File: src/rtl/ifetch_ctrl_pkg.sv
// rtl/ifetch_ctrl_pkg.sv - shared types and constants for the instruction fetch controller
package ifetch_ctrl_pkg;

  localparam int ADDR_W_DEF = 32;
  localparam int DATA_W_DEF = 32;

  localparam int PC_INCR = 4;

  localparam int IMM16_MSB = 15;
  localparam int IMM16_LSB = 0;
  localparam int IMM16_W   = IMM16_MSB - IMM16_LSB + 1;

  localparam int TGT26_MSB = 25;
  localparam int TGT26_LSB = 0;
  localparam int TGT26_W   = TGT26_MSB - TGT26_LSB + 1;

  typedef enum logic [1:0] {
    IDLE = 2'd0,
    REQ  = 2'd1,
    DROP = 2'd2,
    HOLD = 2'd3
  } fetch_state_t;

endpackage

File: src/rtl/ifetch_ctrl_if.sv
// rtl/ifetch_ctrl_if.sv - PC, instruction memory and decode-side signals of the fetch controller
interface ifetch_ctrl_if #(
  parameter int ADDR_W = ifetch_ctrl_pkg::ADDR_W_DEF,
  parameter int DATA_W = ifetch_ctrl_pkg::DATA_W_DEF
);

  logic [ADDR_W-1:0] pc_in;
  logic              pc_valid;
  logic              pc_ready;
  logic              flush;

  logic              imem_req;
  logic [ADDR_W-1:0] imem_addr;
  logic              imem_ack;
  logic [DATA_W-1:0] imem_rdata;

  logic              instr_valid;
  logic              instr_ready;
  logic [DATA_W-1:0] instr_out;
  logic [ADDR_W-1:0] instr_pc;
  logic [ADDR_W-1:0] pc_plus4;
  logic [ADDR_W-1:0] branchtarget;
  logic [ADDR_W-1:0] jumptarget;
  logic              misalign;

  modport slave (
    input  pc_in, pc_valid, flush, imem_ack, imem_rdata, instr_ready,
    output pc_ready, imem_req, imem_addr, instr_valid, instr_out, instr_pc,
           pc_plus4, branchtarget, jumptarget, misalign
  );

  modport master (
    output pc_in, pc_valid, flush, imem_ack, imem_rdata, instr_ready,
    input  pc_ready, imem_req, imem_addr, instr_valid, instr_out, instr_pc,
           pc_plus4, branchtarget, jumptarget, misalign
  );

endinterface

File: src/rtl/ifetch_ctrl_target.sv
// rtl/ifetch_ctrl_target.sv - sequential, branch and jump targets of the held instruction
module ifetch_target #(
  parameter int ADDR_W = ifetch_ctrl_pkg::ADDR_W_DEF
) (
  input  logic [ADDR_W-1:0]                   instr_pc,
  input  logic [ifetch_ctrl_pkg::IMM16_W-1:0] imm16,
  input  logic [ifetch_ctrl_pkg::TGT26_W-1:0] target26,
  output logic [ADDR_W-1:0]                   pc_plus4,
  output logic [ADDR_W-1:0]                   branchtarget,
  output logic [ADDR_W-1:0]                   jumptarget
);
  import ifetch_ctrl_pkg::*;

  localparam int EXT_W = ADDR_W - IMM16_W - 2;

  logic [ADDR_W-1:0] branch_off;

  // Word offset: sign-extend the immediate and scale by the instruction size.
  assign branch_off   = {{EXT_W{imm16[IMM16_W-1]}}, imm16, 2'b00};

  assign pc_plus4     = instr_pc + ADDR_W'(PC_INCR);
  assign branchtarget = pc_plus4 + branch_off;
  assign jumptarget   = {pc_plus4[ADDR_W-1:TGT26_W+2], target26, 2'b00};

endmodule

File: src/rtl/ifetch_ctrl.sv
// rtl/ifetch_ctrl.sv - single-outstanding instruction fetch controller with flush and misalign detection
module ifetch_ctrl #(
  parameter int ADDR_W = ifetch_ctrl_pkg::ADDR_W_DEF,
  parameter int DATA_W = ifetch_ctrl_pkg::DATA_W_DEF
) (
  input  logic         clk,
  input  logic         rst_n,
  ifetch_ctrl_if.slave bus
);
  import ifetch_ctrl_pkg::*;

  fetch_state_t      state_q;
  fetch_state_t      state_d;
  logic [ADDR_W-1:0] addr_q;
  logic [ADDR_W-1:0] pc_q;
  logic [DATA_W-1:0] instr_q;
  logic              misalign_q;

  logic              pc_ready;
  logic              pc_aligned;
  logic              pc_hs;
  logic              take_addr;
  logic              take_instr;

  always_comb begin
    state_d    = state_q;
    pc_ready   = 1'b0;
    take_instr = 1'b0;
    pc_aligned = (bus.pc_in[1:0] == 2'b00);

    case (state_q)
      IDLE:    pc_ready = 1'b1;
      HOLD:    pc_ready = bus.instr_ready;
      default: pc_ready = 1'b0;
    endcase

    // A flush cycle never accepts a PC, whatever state we are in.
    pc_hs     = bus.pc_valid && pc_ready && !bus.flush;
    take_addr = pc_hs && pc_aligned;

    case (state_q)
      IDLE: begin
        if (take_addr) state_d = REQ;
      end
      REQ: begin
        if (bus.imem_ack) begin
          state_d    = bus.flush ? IDLE : HOLD;
          take_instr = !bus.flush;
        end else if (bus.flush) begin
          state_d = DROP;
        end
      end
      DROP: begin
        if (bus.imem_ack) state_d = IDLE;
      end
      HOLD: begin
        if (bus.flush) begin
          state_d = IDLE;
        end else if (bus.instr_ready) begin
          state_d = take_addr ? REQ : IDLE;
        end
      end
      default: state_d = IDLE;
    endcase
  end

  always_ff @(posedge clk or negedge rst_n) begin
    if (!rst_n) begin
      state_q    <= IDLE;
      addr_q     <= '0;
      instr_q    <= '0;
      pc_q       <= '0;
      misalign_q <= 1'b0;
    end else begin
      state_q    <= state_d;
      misalign_q <= pc_hs && !pc_aligned;
      if (take_addr) begin
        addr_q <= bus.pc_in;
      end
      if (take_instr) begin
        instr_q <= bus.imem_rdata;
        pc_q    <= addr_q;
      end
    end
  end

  // Request stays up through DROP so the memory can retire the abandoned read.
  assign bus.imem_req    = (state_q == REQ) || (state_q == DROP);
  assign bus.imem_addr   = addr_q;
  assign bus.pc_ready    = pc_ready;
  assign bus.instr_valid = (state_q == HOLD);
  assign bus.instr_out   = instr_q;
  assign bus.instr_pc    = pc_q;
  assign bus.misalign    = misalign_q;

  ifetch_target #(
    .ADDR_W(ADDR_W)
  ) u_target (
    .instr_pc    (pc_q),
    .imm16       (instr_q[IMM16_MSB:IMM16_LSB]),
    .target26    (instr_q[TGT26_MSB:TGT26_LSB]),
    .pc_plus4    (bus.pc_plus4),
    .branchtarget(bus.branchtarget),
    .jumptarget  (bus.jumptarget)
  );

endmodule

File: src/flat_wrapper.sv
// flat-port wrapper written by rule: the top's interface ports become plain ports
module ifetch_ctrl_flat import ifetch_ctrl_pkg::*;
#(
  parameter int ADDR_W = ifetch_ctrl_pkg::ADDR_W_DEF,
  parameter int DATA_W = ifetch_ctrl_pkg::DATA_W_DEF
)
  (clk, rst_n, bus_pc_in, bus_pc_valid, bus_flush, bus_imem_ack, bus_imem_rdata, bus_instr_ready, bus_pc_ready, bus_imem_req, bus_imem_addr, bus_instr_valid, bus_instr_out, bus_instr_pc, bus_pc_plus4, bus_branchtarget, bus_jumptarget, bus_misalign);
  ifetch_ctrl_if #(.ADDR_W(ADDR_W), .DATA_W(DATA_W)) bus_i ();
  input  logic clk;
  input  logic rst_n;
  input wire logic [$bits(bus_i.pc_in)-1:0] bus_pc_in;
  input wire logic [$bits(bus_i.pc_valid)-1:0] bus_pc_valid;
  input wire logic [$bits(bus_i.flush)-1:0] bus_flush;
  input wire logic [$bits(bus_i.imem_ack)-1:0] bus_imem_ack;
  input wire logic [$bits(bus_i.imem_rdata)-1:0] bus_imem_rdata;
  input wire logic [$bits(bus_i.instr_ready)-1:0] bus_instr_ready;
  output wire logic [$bits(bus_i.pc_ready)-1:0] bus_pc_ready;
  output wire logic [$bits(bus_i.imem_req)-1:0] bus_imem_req;
  output wire logic [$bits(bus_i.imem_addr)-1:0] bus_imem_addr;
  output wire logic [$bits(bus_i.instr_valid)-1:0] bus_instr_valid;
  output wire logic [$bits(bus_i.instr_out)-1:0] bus_instr_out;
  output wire logic [$bits(bus_i.instr_pc)-1:0] bus_instr_pc;
  output wire logic [$bits(bus_i.pc_plus4)-1:0] bus_pc_plus4;
  output wire logic [$bits(bus_i.branchtarget)-1:0] bus_branchtarget;
  output wire logic [$bits(bus_i.jumptarget)-1:0] bus_jumptarget;
  output wire logic [$bits(bus_i.misalign)-1:0] bus_misalign;
  assign bus_i.pc_in = bus_pc_in;
  assign bus_i.pc_valid = bus_pc_valid;
  assign bus_i.flush = bus_flush;
  assign bus_i.imem_ack = bus_imem_ack;
  assign bus_i.imem_rdata = bus_imem_rdata;
  assign bus_i.instr_ready = bus_instr_ready;
  assign bus_pc_ready = bus_i.pc_ready;
  assign bus_imem_req = bus_i.imem_req;
  assign bus_imem_addr = bus_i.imem_addr;
  assign bus_instr_valid = bus_i.instr_valid;
  assign bus_instr_out = bus_i.instr_out;
  assign bus_instr_pc = bus_i.instr_pc;
  assign bus_pc_plus4 = bus_i.pc_plus4;
  assign bus_branchtarget = bus_i.branchtarget;
  assign bus_jumptarget = bus_i.jumptarget;
  assign bus_misalign = bus_i.misalign;
  ifetch_ctrl #(.ADDR_W(ADDR_W), .DATA_W(DATA_W)) u_core (.clk(clk), .rst_n(rst_n), .bus(bus_i));
endmodule
File: config.mk
export PLATFORM = sky130hd
export DESIGN_NAME = ifetch_ctrl_flat
export DESIGN_NICKNAME = d
export VERILOG_FILES = /design/src/rtl/ifetch_ctrl_pkg.sv /design/src/rtl/ifetch_ctrl_if.sv /design/src/rtl/ifetch_ctrl_target.sv /design/src/rtl/ifetch_ctrl.sv /design/src/flat_wrapper.sv
export SDC_FILE = /design/constraint.sdc
export NUM_CORES = 1
export LEC_CHECK = 0
export BUFFER_PORTS_ARGS = -buffer_cell sky130_fd_sc_hd__buf_4
export CORE_MARGIN = 4
export CORE_UTILIZATION = 30
export CTS_CLUSTER_SIZE = 12
export DETAILED_ROUTE_END_ITERATION = 10
export GPL_TIMING_DRIVEN = 0
export SLEW_MARGIN = 0
export SYNTH_ARGS = -nofsm -noshare
export SYNTH_HDL_FRONTEND = slang
export SYNTH_SLANG_ARGS = --single-unit
File: constraint.sdc
create_clock -name clk -period 4.7 [get_ports clk]
set_input_delay 0.705 -clock clk [delete_from_list [all_inputs] [get_ports clk]]
set_output_delay 0.705 -clock clk [all_outputs]
set_load 0.01 [all_outputs]
==> key figures <==
Timing
  • Slew @ Worst Pin: approximately 0.73 ns
  • RSZ-0062 raised after global routing: yes
  • Fin crit share: between 90% and 100%
  • Pins Over Slew Limit: 0
  • F_max: approximately 220 MHz
  • Clock Skews: roughly 0.010 ns
  • Final Hold Viols: 0
  • Setup ws final: ~0.19 ns
  • Tmin final: roughly 4.5 ns
  • Slew headroom: about half
  • Final Setup Violations: 0
  • Worst hold slack: about 0.12 ns

Clocking
  • Num Clock Sinks: 99
  • Num CTS Buffers: 9
  • CTS Buffer Depth: 2
  • Hold-fix buffers, CTS: 0
  • Worst-path clk slew: 0.08 ns
  • CTS H-Tree Depth: 3
  • CTS tree: done
  • Worst-Skew Late Latency: between 0.3 and 0.4 ns
  • Root Buffer: clkbuf_16

Job
  • Max-cap viol count: 0

Power and ir drop
  • PD cells: 893.9 nW/um^2
  • Max IR drop VDD: roughly 0.31 mV
  • LEAKAGE: approximately 4.5 nW

Yosys
  • Mapped cell area: about 6300 um^2
  • Mapped Avg Cell Area: about 11 um^2
  • Synth async-reset ratio: 100.0%
  • Synthesized netlist cell count: 591
  • Post-synth EDFFs: 0
  • Yosys warns: 0
  • Sequential fraction of the synthesis area: around 39%
  • Primary FF master, synth: dfrtp_1
  • Netlist cell types: between 50 and 60
  • Post-synthesis register bit count: 99

Hold path
  • Hold WC Path Type: primary input to asynchronous set/reset pin

Setup path
  • Worst endpoint required time: between 3 and 4 ns
  • Crit path capture type: primary output
  • Path depth of the worst reg2reg path: 7
  • Worst Setup EP: bus_branchtarget[19]
  • Reg-to-reg endpoint: u_core.bus.imem_addr[29]
  • Reg2Reg Setup Slack: 2.26 ns
  • Crit path kind: register to primary output
  • RR Startpoint: u_core.state_q[0]
  • Worst setup SP type: register
  • CP Launch Point: u_core.bus.instr_pc[6]
  • Crit-path max FO: 7
  • Worst Path Arrival: 3.80 ns

Place
  • Gpl congestion: between 0.9 and 1
  • Worst slack, placed: around 0.18 ns
  • Post-placement cell area: about 8600 um^2
  • PortBufs: 263
  • Post-DP HPWL: roughly 16,000 um

Floorplanning
  • Top Ports: around 270
  • Core Area: about 20,000 um^2
  • Initial Util: between 30% and 40%
  • Die W: 152.7 um
  • Die ar.: between 20,000 and 25,000 um^2
  • Die height: approximately 150 um
  • FP Rows: 52

Route
  • DRT antenna net count: 0
  • TritonRoute pass-1 iters: 4
  • DRC: 0
  • WL final: approximately 20,000 um
  • Vias: 5,459
  • Drt initial violations: roughly 150
  • Vias per cell: between 4 and 5
  • Drt wl/cell: 17.81 um

Cells and area
  • Layout cell share with drive strength beyond 1: around half
  • Total Nets Final: 980
  • Area delta synth->final: 45.41%
  • Number of diodes: 0
  • Core Util, Final: between 40% and 50%
  • Post-route cell area: between 9000 and 10,000 um^2
  • Fill cells: about 2,000

Global routing
  • Largest net degree at the start of global routing: 100
  • Global-route wire length before repair: approximately 31,000 um
  • Vias in the first global route: between 5,000 and 6,000
  • GR Overflow Total: 0
  • Overall Global Routing Usage: between 10% and 20%
  • Initial antenna violation count: 0

Outcome
  • Status: completed
-- power breakdown --
group / internal, mW / switching, mW / total (mW) / leakage, nW
combinational: 2.90 / 2.76 / 5.66 / 3.11
sequential: 1.26 / 0.491 / 1.75 / 1.23
clock: 0.376 / 0.377 / 0.754 / 0.147
-- per-stage QoR --
step	setup TNS (ns)	instances	total power, mW
2_1_floorplan	0	592	4.722
3_3_place_gp	0	1125	7.256
3_5_place_dp	0	1125	7.305
4_1_cts	0	1141	8.113
5_1_grt	-0.09994	1147	8.774
6_report	0	1147	8.165
-- worst min-delay path by stage --
stage | cells past startpoint | from | endpoint | slack [ns]
after floorplan | 0 | rst_n | u_core.bus.imem_addr[0] | 0.41
after global placement | 1 | u_core.bus.instr_out[27] | u_core.bus.instr_out[27] | 0.49
after detailed placement | 1 | u_core.bus.instr_out[27] | u_core.bus.instr_out[27] | 0.49
after CTS | 1 | u_core.bus.instr_out[27] | u_core.bus.instr_out[27] | 0.51
after global routing | 1 | rst_n | u_core.bus.instr_out[31] | 0.09
final | 1 | rst_n | u_core.bus.imem_addr[6] | 0.12
-- placed cells by master (no fill, tap or decap), drive strengths merged, types with 18 or more instances in the layout --
master  Yosys  routed
clkbuf     11      20
nor2       27      27
xnor2      40      40
nand3      23      23
ha         37      37
mux2       94      94
nand2      34      34
buf        42     311
inv        14      18
a21oi      31      31
dfrtp      99      99
-- per-layer routing --
layer | up-vias | track usage (%) | share of wire, %
met1 | 2653 | 21.05 | 43
li1 | 2659 | - | -
met4 | 0 | 3.097 | 0.70
met5 | - | 0 | 0
met3 | 8 | 3.465 | 4.6
met2 | 139 | 29.61 | 51
-- critical path: stages, from the launching register on --
cell and delay (ns):
dfrtp_1 0.43, and3_1 0.18, buf_4 0.14, nand3_2 0.14, nor2_1 0.17, xor2_1 0.26, ha_2 0.37, and3_4 0.22
and3_4 0.18, a211oi_4 0.35, o21a_1 0.26, o21a_4 0.18, nor4_1 0.05, nor4_1 0.33, buf_4 0.19
-- cell families after synthesis --
family                   after synthesis  synth area share [%]
XOR/XNOR                              50                 6.971
AO/OA/AOI/OAI                        100                 10.68
adder cells (fa/ha/maj)               38                 7.688
multiplexers                          94                 16.85
flip-flops                            99                 39.43
other                                  1               0.05969
AND/OR/NAND/NOR                      142                 12.01
buffers and inverters                 67                 6.313
-- registers in the layout, indices dropped and copies added, names as in the netlist --
| signal | cells |
|---|---|
| u_core.bus.imem_addr | 32 |
| u_core.bus.instr_out | 32 |
| u_core.bus.instr_pc | 32 |
| u_core.bus.misalign | 1 |
| u_core.state_q | 2 |
-- area by class of cell --
class / instances / area, um^2 / area share (%)
inverter: 14 / 52.55 / 0.5753
tap: 270 / 337.8 / 3.698
clock inverter: 7 / 72.57 / 0.7944
clock buffer: 9 / 225.2 / 2.465
sequential: 99 / 2489 / 27.24
multi-input combinational: 426 / 3571 / 39.09
buffer: 53 / 344.1 / 3.767
timing repair buffer: 269 / 2043 / 22.37
-- Yosys cell counts (2+ instances only) --
cell type	number	share of area [%]
ha_1	37	7.4
mux2_2	88	16
nor2b_1	7	0.70
a211oi_1	8	0.96
and2_1	4	0.40
mux2_1	6	1.1
o21ai_1	5	0.40
buf_2	5	0.40
nand2_1	34	2.0
buf_4	37	4.4
nand3_1	22	1.8
o21ai_0	12	0.96
o2bb2ai_1	2	0.28
o311ai_1	2	0.28
inv_1	14	0.84
a21o_1	12	1.4
o2111ai_1	2	0.28
nor4_1	2	0.20
clkbuf_1	11	0.66
a31oi_1	2	0.20
xor2_1	10	1.4
nand4b_1	2	0.28
o21bai_1	4	0.48
nor3_1	7	0.56
o311ai_0	2	0.28
nand3b_1	3	0.36
a21oi_1	30	2.4
nand4_1	11	1.1
o31ai_1	2	0.24
nor2_1	25	1.5
dfrtp_1	99	39
xnor2_1	40	5.6
a22oi_1	2	0.24
o21a_1	5	0.60
nand2b_1	2	0.20
and3_4	2	0.36
and4_1	4	0.56
nor3b_1	2	0.24
and3_1	8	0.80
-- what timing repair did --
action,CTS,global route
resized for setup,9,29
cloned,0,0
endpoints found under the setup margin,8,10
pin swaps,0,9
buffers inserted,0,5
No activity file was read; power rests on OpenSTA's default activity.
